===== src/rtl/seven_seg_scan.sv =====
`timescale 1ns/1ps
`default_nettype none
// ============================================================================
// Module      : seven_seg_scan
// Description : Multiplexed hex seven-segment scanner with guard gaps,
//               double-buffered display data and leading-zero blanking.
// Revision    : 1.0 - initial release
// ============================================================================
module seven_seg_scan #(
    parameter int DIGITS     = 4,
    parameter int DIV        = 1000,
    parameter int GUARD      = 2,
    parameter int SEG_INVERT = 0,
    parameter int DIG_INVERT = 0
) (
    input  logic                  clk,
    input  logic                  rst_n,
    input  logic                  load,
    input  logic [4*DIGITS-1:0]   value,
    input  logic [DIGITS-1:0]     dp,
    input  logic                  lz_en,
    output logic [6:0]            seg,
    output logic                  seg_dp,
    output logic [DIGITS-1:0]     dig_en,
    output logic                  frame_done
);

    localparam int c_cnt_max = (DIV > GUARD) ? DIV : GUARD;
    localparam int c_cnt_w   = (c_cnt_max > 1) ? $clog2(c_cnt_max) : 1;
    localparam int c_idx_w   = (DIGITS > 1) ? $clog2(DIGITS) : 1;

    localparam logic [c_cnt_w-1:0] c_div_last   = c_cnt_w'(DIV - 1);
    localparam logic [c_cnt_w-1:0] c_guard_last = c_cnt_w'(GUARD - 1);
    localparam logic [c_cnt_w-1:0] c_cnt_one    = c_cnt_w'(1);
    localparam logic [c_idx_w-1:0] c_idx_last   = c_idx_w'(DIGITS - 1);
    localparam logic [c_idx_w-1:0] c_idx_one    = c_idx_w'(1);

    // Inactive output levels; XOR with these applies the optional inversion.
    localparam logic [6:0]        c_seg_off = (SEG_INVERT != 0) ? 7'h7F : 7'h00;
    localparam logic              c_dp_off  = (SEG_INVERT != 0);
    localparam logic [DIGITS-1:0] c_dig_off = (DIG_INVERT != 0) ? {DIGITS{1'b1}} : {DIGITS{1'b0}};

    typedef enum logic [0:0] {
        ST_GUARD = 1'b0,
        ST_SHOW  = 1'b1
    } state_t;

    state_t                state_q, state_d;
    logic [c_idx_w-1:0]    idx_q, idx_d;
    logic [c_cnt_w-1:0]    cnt_q, cnt_d;
    logic [4*DIGITS-1:0]   stage_val_q, stage_val_d;
    logic [DIGITS-1:0]     stage_dp_q, stage_dp_d;
    logic                  pending_q, pending_d;
    logic [4*DIGITS-1:0]   disp_val_q, disp_val_d;
    logic [DIGITS-1:0]     disp_dp_q, disp_dp_d;
    logic [6:0]            seg_q, seg_d;
    logic                  seg_dp_q, seg_dp_d;
    logic [DIGITS-1:0]     dig_en_q, dig_en_d;
    logic                  frame_done_q, frame_done_d;

    logic                  w_xfer;
    logic                  w_zero_run;
    logic [DIGITS-1:0]     w_blank;
    logic [3:0]            w_nib;
    logic                  w_dp_bit;
    logic                  w_blank_sel;
    logic                  w_lit;
    logic [DIGITS-1:0]     w_dig_raw;

    function automatic logic [6:0] decode(input logic [3:0] n);
        case (n)
            4'h0: decode = 7'b1111110;
            4'h1: decode = 7'b0110000;
            4'h2: decode = 7'b1101101;
            4'h3: decode = 7'b1111001;
            4'h4: decode = 7'b0110011;
            4'h5: decode = 7'b1011011;
            4'h6: decode = 7'b1011111;
            4'h7: decode = 7'b1110000;
            4'h8: decode = 7'b1111111;
            4'h9: decode = 7'b1111011;
            4'hA: decode = 7'b1110111;
            4'hB: decode = 7'b0011111;
            4'hC: decode = 7'b1001110;
            4'hD: decode = 7'b0111101;
            4'hE: decode = 7'b1001111;
            default: decode = 7'b1000111;
        endcase
    endfunction

    always_comb begin
        state_d      = state_q;
        idx_d        = idx_q;
        cnt_d        = cnt_q + c_cnt_one;
        stage_val_d  = stage_val_q;
        stage_dp_d   = stage_dp_q;
        pending_d    = pending_q;
        disp_val_d   = disp_val_q;
        disp_dp_d    = disp_dp_q;
        w_zero_run   = 1'b1;
        w_blank      = '0;
        w_nib        = 4'h0;
        w_dp_bit     = 1'b0;
        w_blank_sel  = 1'b0;
        w_dig_raw    = '0;

        case (state_q)
            ST_GUARD: begin
                if (cnt_q == c_guard_last) begin
                    state_d = ST_SHOW;
                    cnt_d   = '0;
                end
            end
            ST_SHOW: begin
                if (cnt_q == c_div_last) begin
                    state_d = ST_GUARD;
                    cnt_d   = '0;
                    idx_d   = (idx_q == c_idx_last) ? '0 : idx_q + c_idx_one;
                end
            end
            default: begin
                state_d = ST_GUARD;
                cnt_d   = '0;
            end
        endcase

        frame_done_d = (state_q == ST_SHOW) && (cnt_q == c_div_last) && (idx_q == c_idx_last);

        // Display only swaps at the start of digit 0, so a frame is never torn.
        w_xfer = (state_q == ST_GUARD) && (cnt_q == c_guard_last) && (idx_q == '0) && pending_q;
        if (w_xfer) begin
            disp_val_d = stage_val_q;
            disp_dp_d  = stage_dp_q;
            pending_d  = 1'b0;
        end
        if (load) begin
            stage_val_d = value;
            stage_dp_d  = dp;
            pending_d   = 1'b1;
        end

        // A digit is a leading zero when it and every digit above it is zero.
        for (int i = DIGITS - 1; i >= 0; i--) begin
            w_zero_run = w_zero_run & (disp_val_d[4*i +: 4] == 4'h0);
            if (i != 0) begin
                w_blank[i] = lz_en & w_zero_run;
            end
        end

        for (int i = 0; i < DIGITS; i++) begin
            if (idx_d == c_idx_w'(i)) begin
                w_nib       = disp_val_d[4*i +: 4];
                w_dp_bit    = disp_dp_d[i];
                w_blank_sel = w_blank[i];
            end
        end

        w_lit = (state_d == ST_SHOW) && !w_blank_sel;
        for (int i = 0; i < DIGITS; i++) begin
            w_dig_raw[i] = w_lit && (idx_d == c_idx_w'(i));
        end

        seg_d    = (w_lit ? decode(w_nib) : 7'h00) ^ c_seg_off;
        seg_dp_d = (w_lit & w_dp_bit) ^ c_dp_off;
        dig_en_d = w_dig_raw ^ c_dig_off;
    end

    always_ff @(posedge clk) begin
        if (!rst_n) begin
            state_q      <= ST_GUARD;
            idx_q        <= '0;
            cnt_q        <= '0;
            stage_val_q  <= '0;
            stage_dp_q   <= '0;
            pending_q    <= 1'b0;
            disp_val_q   <= '0;
            disp_dp_q    <= '0;
            seg_q        <= c_seg_off;
            seg_dp_q     <= c_dp_off;
            dig_en_q     <= c_dig_off;
            frame_done_q <= 1'b0;
        end else begin
            state_q      <= state_d;
            idx_q        <= idx_d;
            cnt_q        <= cnt_d;
            stage_val_q  <= stage_val_d;
            stage_dp_q   <= stage_dp_d;
            pending_q    <= pending_d;
            disp_val_q   <= disp_val_d;
            disp_dp_q    <= disp_dp_d;
            seg_q        <= seg_d;
            seg_dp_q     <= seg_dp_d;
            dig_en_q     <= dig_en_d;
            frame_done_q <= frame_done_d;
        end
    end

    assign seg        = seg_q;
    assign seg_dp     = seg_dp_q;
    assign dig_en     = dig_en_q;
    assign frame_done = frame_done_q;

endmodule
`default_nettype wire


===== config.mk =====
export PLATFORM = sky130hd
export DESIGN_NAME = seven_seg_scan
export DESIGN_NICKNAME = d
export VERILOG_FILES = /design/src/rtl/seven_seg_scan.sv
export SDC_FILE = /design/constraint.sdc
export NUM_CORES = 1
export LEC_CHECK = 0
export ABC_AREA = 1
export BUFFER_PORTS_ARGS = -buffer_cell sky130_fd_sc_hd__buf_2
export CELL_PAD_IN_SITES_DETAIL_PLACEMENT = 1
export CELL_PAD_IN_SITES_GLOBAL_PLACEMENT = 2
export CORE_MARGIN = 2
export CORE_UTILIZATION = 30
export CTS_CLUSTER_DIAMETER = 150
export CTS_CLUSTER_SIZE = 28
export DETAILED_ROUTE_END_ITERATION = 10
export PLACE_DENSITY = 0.73
export SLEW_MARGIN = 20
export SYNTH_ARGS = -nofsm -noshare
export SYNTH_HDL_FRONTEND = slang
export SYNTH_SLANG_ARGS = --single-unit

===== constraint.sdc =====
create_clock -name clk -period 5.5 [get_ports clk]
set_input_delay 0.825 -clock clk [delete_from_list [all_inputs] [get_ports clk]]
set_output_delay 0.825 -clock clk [all_outputs]
set_load 0.01 [all_outputs]

==> results.tsv, run 1 <==
stage	metric	value	unit
setup_path	Worst Setup Path Type	flip-flop to flip-flop	
detailed_routing	WL final	8.06	mm
logic_synthesis	Mapped Area	3170	sq um
cts	# hold bufs at CTS	0	
setup_path	critical path, cell by cell	ha_1 > nand2_1 > nor2_2 > nand4_4 > nand2_1 > a21boi_1 > nor2_1 > nor2_2 > inv_1 > ha_1 > inv_1 > nand2_1 > nand2_1 > nor2_1 > nor3_2	
pwr	Int Power	0.820	mW
finish	most frequent cells in the layout	nor2_1 (84), nand2_1 (78), dfxtp_1 (67), buf_2 (36), inv_1 (31)	
logic_synthesis	dominant synthesized flop cell	dfxtp_1	
timing	RSZ-0062 raised after global routing	no	
finish	fin util	35.8	%
timing	setup tns final	0	ns
setup_path	CP Capture Type	flip-flop	
setup_path	Startpoint Class	flip-flop	
logic_synthesis	Syn Nets	465	
cts	clk sink count	67	
logic_synthesis	Simple-Gate Fraction of Synth Area	34.0	%
cts	CTS root buffer	clkbuf_8	
timing	slew margin rel.	51.0	%
pwr	net load switching power	0.309	mW
logic_synthesis	Post-Synth XOR/XNOR Area	0.829	%
cts	PostCTS Resize Cnt	0	
timing	Final Cycle Share	51.8	%
logic_synthesis	post-synthesis adder-cell area fraction	4.34	%
hold_path	HP Start	stage_val_q[7]	
pwr	Pwr Density	307	nW/um^2
logic_synthesis	ys async rst share	0	%
finish	layout cells sized above 1	21.0	%
run_status	status	completed	
timing	Pins Over Slew Limit	0	
global_route	number of global-route vias before repair	2816	
global_route	Global Route Usage Sum	15.5	%
cts	CTS tree	built	
cts	CTS buffer count	9	
timing	minimum clock period	2.85	ns
global_route	initial antenna violation count	0	
logic_synthesis	mux cell area share after synthesis	0.316	%
finish	Post-layout nets	501	
hold_path	hold path cells	2	
floorplanning	Core ar.	10300	sq um
logic_synthesis	complex-gate fraction of the synthesized area	11.0	%
setup_path	R2R Path End	seg[0]	
logic_synthesis	Cells after Synth	430	
timing	Fin Clk Skew	0.00899	ns
cts	H-tree levels	3	
timing	Slew @ Worst Pin	0.731	ns
logic_synthesis	sequential share of the synthesized area	42.3	%
logic_synthesis	Avg Cell Area, Syn	7.37	sq um
logic_synthesis	main combinational cell family by area after synthesis	simple AND/OR/NAND/NOR gates	
global_route	pin count of the biggest net entering global routing	29	
hold_path	Min-Delay Path Class	flip-flop to flip-flop	
logic_synthesis	#FFs+latches synth	67	
setup_path	RR Startpoint	cnt_q[0]	
cts	Worst-path clk slew	0.07	ns
finish	most common cell after layout, fill and taps aside	nor2_1	
cts	postcts setup bufs	0	
timing	Hold Vio Cnt, Final	0	
placement	GP Congestion	0.776	
pwr	register share of total power	47.5	%
setup_path	cell family with most CP delay	simple AND/OR/NAND/NOR gates	
setup_path	CP Max Fanout	28	
detailed_routing	1st-pass router iterations	4	
placement	hpwl dp	6.14	mm
setup_path	Worst R2R Setup Slack	2.65	ns
pwr	VDD IR max	0.108	mV
setup_path	Slowest-stage cell, CP	dfxtp_1	
logic_synthesis	warnings from Yosys	0	
finish	Area Overhead vs Synth	15.9	%
flow_run	Max-cap violations	0	
cts	Skew-Pair Late Insertion Delay	0.35	ns
setup_path	arrival time of the worst setup path	3.12	ns
pwr	Sw Ratio	27.3	%
logic_synthesis	Post-synth EDFFs	0	
global_route	residual overflow from global routing	0	
global_route	first-pass GRT wire length	13.8	mm
setup_path	CP dominant cell by count	nand2_1	
setup_path	CP max stage delay	0.42	ns
floorplanning	# rows	37	
floorplanning	Die W	107	um
logic_synthesis	Yosys cell types	36	
detailed_routing	drt wl/cell	13.3	um
detailed_routing	DRC violations left	0	
pwr	clock power share	39.9	%
setup_path	Crit path buffers/inverters	2	
cts	buffer depth of the longest clock path	2	
detailed_routing	Vias	2739	
timing	Setup Viol. Count Final	0	
placement	IO buf count	36	
floorplanning	Ports	37	
setup_path	CP required	5.77	ns
floorplanning	Initial Util	30.8	%
pwr	Static Leak	1.64	nW
detailed_routing	DRT iter0 DRCs	92	
detailed_routing	ANT nets after route	0	
finish	n_diodes	0	
detailed_routing	Via density	4.51	
floorplanning	die area	11400	sq um
floorplanning	die height	107	um
timing	fmax	0.351	GHz
setup_path	worst r2r path cells	15	
hold_path	hold endpoint	stage_val_q[7]	
pwr	Comb pwr share	12.7	%
-- routing by layer --
metal	global-route usage (%)	vias up	wire, um
li1	-	1439	-
met1	21.4	1247	4250
met2	23.3	45	3410
met3	3.47	8	285
met4	6.40	0	119
met5	0	-	0
-- how the worst max path moves through the flow --
| stage | start | endpoint | slack, ns | cells after the start |
|---|---|---|---|---|
| 4_1_cts | cnt_q[0] | seg[0] | 2.60 | 15 |
| 3_3_place_gp | cnt_q[0] | seg[1] | 2.74 | 15 |
| 6_report | cnt_q[0] | seg[0] | 2.65 | 15 |
| 5_1_grt | cnt_q[0] | seg[0] | 2.33 | 15 |
| 2_1_floorplan | cnt_q[0] | seg[0] | 3.28 | 18 |
| 3_5_place_dp | cnt_q[0] | seg[0] | 2.62 | 15 |
-- state kept, by name, summed over array words and instances (netlist names) --
name and flops:
cnt_q 10, dig_en 4, disp_dp_q 4, disp_val_q 16, frame_done 1, idx_q 2
pending_q 1, seg 7, seg_dp 1, stage_dp_q 4, stage_val_q 16, state_q 1
-- final cells by class --
type	count	area, sq um
clock inverter	7	92.6
sequential	67	1340
timing repair buffer	36	180
fill	1322	6600
multi-input combinational	307	1600
clock buffer	9	124
inverter	45	169
tap	136	170
-- cell usage after synthesis (9+ instances only) --
cell     instances  area share, %
dfxtp_1         67             42
a21oi_1         21            3.3
nand2_2         13            2.6
inv_1           31            3.7
nand3_1         18            2.8
o21ai_0         27            4.3
inv_2           11            1.3
nor2_1          84            9.9
nand4_1          9            1.8
ha_1            11            4.3
nand2_1         78            9.2
-- tightest hold or removal path: stages (launching register included) --
cell     delay [ns]
dfxtp_1        0.30
inv_1          0.06
a21oi_1        0.06
-- kinds of logic after synthesis --
group,Yosys count
AOI/OAI and AO/OA,63
xor gates and xnor gates,3
adders and majority gates,11
buffers and inverters,56
DFF,67
muxes,1
and+or+nand+nor,229
-- through the flow --
stage	total power, mW	cell area, sq um	hold WS [ns]	std cells	setup slack [ns]
2_1_floorplan	0.645	3170	0.429	430	3.28
3_3_place_gp	0.688	3460	0.443	591	2.74
3_5_place_dp	0.694	3460	0.455	591	2.62
4_1_cts	1.15	3680	0.467	607	2.60
5_1_grt	1.20	3680	0.495	607	2.33
6_report	1.13	3680	0.462	607	2.65
-- power by group through the flow --
stage                     Combinational, mW  Clock, mW  Sequential [mW]
after CTS                             0.147      0.468            0.536
after global routing                  0.166      0.490            0.539
after floorplan                      0.0981          0            0.547
final                                 0.143      0.450            0.536
after detailed placement              0.146          0            0.548
after global placement                0.142          0            0.546
(Power assumes the default switching activity.)
==> run 2, diff against run 1 <==
PLACE_DENSITY = 0.76   (was 0.73)
clock period = 2.47 ns   (was 5.5 ns; I/O delays follow)
==> results.tsv, run 2 (synthesis gave the netlist of run 1 again) <==
stage	metric	value	unit	change
run_status	status	completed		
setup_path	Worst Setup Path Type	flip-flop to flip-flop		
pwr	Pwr Density	645	nW/um^2	+110%
global_route	residual overflow from global routing	0		unchanged
setup_path	CP Capture Type	flip-flop		
global_route	Global Route Usage Sum	16.2	%	+0.70 points
placement	Post-Place Cell Area	3670	sq um	+6.0%
setup_path	CP required	2.77	ns	-3.00 ns
detailed_routing	Vias	2936		+7.2%
global_route	number of global-route vias before repair	2897		+2.9%
placement	hpwl dp	6.28	mm	+2.3%
setup_path	arrival time of the worst setup path	2.64	ns	-0.48 ns
floorplanning	Ports	37		unchanged
hold_path	Min-Delay Path Class	input port to flip-flop		
finish	fin area	4080	sq um	+11%
detailed_routing	WL final	8.79	mm	+9.0%
cts	Worst-path clk slew	0.08	ns	about the same
timing	Hold Vio Cnt, Final	0		unchanged
pwr	VDD IR max	0.246	mV	+130%
detailed_routing	Via density	4.59		+1.8%
finish	Post-layout nets	533		+6.4%
timing	Final Cycle Share	94.8	%	+43 points
cts	CTS buffer count	9		unchanged
finish	most common cell after layout, fill and taps aside	nor2_1		
floorplanning	Core ar.	10300	sq um	unchanged
detailed_routing	DRT iter0 DRCs	59		-36%
finish	n_diodes	0		unchanged
detailed_routing	ANT nets after route	0		unchanged
cts	H-tree levels	3		unchanged
cts	clk sink count	67		unchanged
finish	layout cells sized above 1	31.6	%	+11 points
floorplanning	Initial Util	30.8	%	unchanged
floorplanning	die height	107	um	unchanged
floorplanning	# rows	37		unchanged
global_route	initial antenna violation count	0		unchanged
global_route	pin count of the biggest net entering global routing	28		-3.4%
timing	Slew @ Worst Pin	0.500	ns	-0.231 ns
placement	GP Congestion	0.854		+10%
timing	slew margin rel.	66.4	%	+15 points
timing	Fin Clk Skew	0.0101	ns	+0.00106 ns
setup_path	CP Max Fanout	6		-79%
finish	Area Overhead vs Synth	28.7	%	
timing	Setup Viol. Count Final	0		unchanged
cts	CTS root buffer	clkbuf_8		
detailed_routing	DRC violations left	0		unchanged
floorplanning	Die W	107	um	unchanged
timing	RSZ-0062 raised after global routing	yes		
cts	CTS tree	built		
placement	IO buf count	36		unchanged
detailed_routing	1st-pass router iterations	4		unchanged
cts	# hold bufs at CTS	0		unchanged
timing	minimum clock period	2.34	ns	-0.507 ns
timing	Pins Over Slew Limit	0		unchanged
cts	Skew-Pair Late Insertion Delay	0.35	ns	about the same
finish	fill cell count	1314		-0.61%
finish	biggest regs	disp_val_q (16), stage_val_q (16), cnt_q (10)		
flow_run	Max-cap violations	0		unchanged
global_route	first-pass GRT wire length	14.6	mm	+5.6%
finish	most frequent cells in the layout	nor2_1 (79), nand2_1 (72), dfxtp_1 (60), buf_2 (36), inv_1 (30)		
cts	buffer depth of the longest clock path	2		unchanged
timing	fmax	0.427	GHz	+22%
setup_path	Startpoint Class	flip-flop		
floorplanning	die area	11400	sq um	unchanged
detailed_routing	drt wl/cell	13.8	um	+3.5%
timing	setup tns final	0	ns	unchanged
pwr	Static Leak	1.83	nW	+12%
-- run 2: cell types whose count changed in the layout (fill, tap and decap cells not counted), moves of 5 or more --
cell,delta
buf_4,+28
dfxtp_1,-7
dfxtp_2,+5
nand2_1,-6
nor2_1,-5
nor2_4,+6
-- run 2: critical path: stages, from the launching register on --
cell and delay, ns:
dfxtp_2 0.34, nor2_2 0.14, nand2_1 0.11, nor2_4 0.21, nand4_4 0.19, buf_4 0.18
nand2_2 0.06, nand3_1 0.12, inv_1 0.09, nor2_1 0.04, nand2_1 0.07, nand2_2 0.08
ha_1 0.31, o21ai_2 0.16, nor2_1 0.07, nor2_1 0.09
-- run 2: layout make-up --
| class | instances | area, sq um | area share, % |
|---|---|---|---|
| Timing Repair Buffer | 67 | 433 | 10.6 |
| Inverter | 45 | 169 | 4.14 |
| Tap cell | 136 | 170 | 4.17 |
| Clock inverter | 7 | 92.6 | 2.27 |
| Multi-Input combinational cell | 308 | 1740 | 42.6 |
| Sequential cell | 67 | 1360 | 33.2 |
| Clock buffer | 9 | 124 | 3.03 |
-- run 2: per-stage QoR --
step / setup slack (ns) / hold WS, ns / cells / total power, mW / util, %
global placement: 0.0142 / 0.446 / 617 / 1.58 / 35.7
CTS: 0.0288 / 0.220 / 633 / 2.62 / 37.8
detailed placement: -0.00168 / 0.458 / 617 / 1.58 / 35.7
finish: 0.129 / 0.231 / 639 / 2.63 / 39.7
floorplan: 0.246 / 0.429 / 430 / 1.44 / -
global route: -0.0453 / 0.236 / 639 / 2.79 / 39.7
-- run 2: path summary, 6_finish.rpt --
kind / startpoint / end / slack [ns] / cells past startpoint
worst max-delay path: cnt_q[7] / seg[3] / 0.13 / 15
worst min register to register: stage_dp_q[1] / stage_dp_q[1] / 0.46 / 2
worst max register to register: cnt_q[7] / seg[3] / 0.13 / 15
worst min-delay path: value[11] / stage_val_q[11] / 0.23 / 3
-- run 2: timing repair --
action / 4_1_cts / 5_1_grt
endpoints found under the setup margin: 3 / 7
gates resized for setup: 1 / 43
buffers inserted: 0 / 6
gates cloned: 0 / 1
pin swaps: 0 / 12
-- run 2: power by group --
group / switching, mW / leakage, nW / internal, mW
Sequential: 0.0353 / 0.551 / 1.15
Combinational: 0.251 / 1.16 / 0.169
Clock: 0.460 / 0.113 / 0.566
-- run 2: routing by layer --
| layer | up-vias | track usage (%) | wire length [um] |
|---|---|---|---|
| met5 | - | 0 | 0 |
| met4 | 0 | 5.57 | 112 |
| met3 | 8 | 3.65 | 268 |
| met2 | 44 | 24.5 | 3870 |
| met1 | 1374 | 22.8 | 4540 |
| li1 | 1510 | - | - |
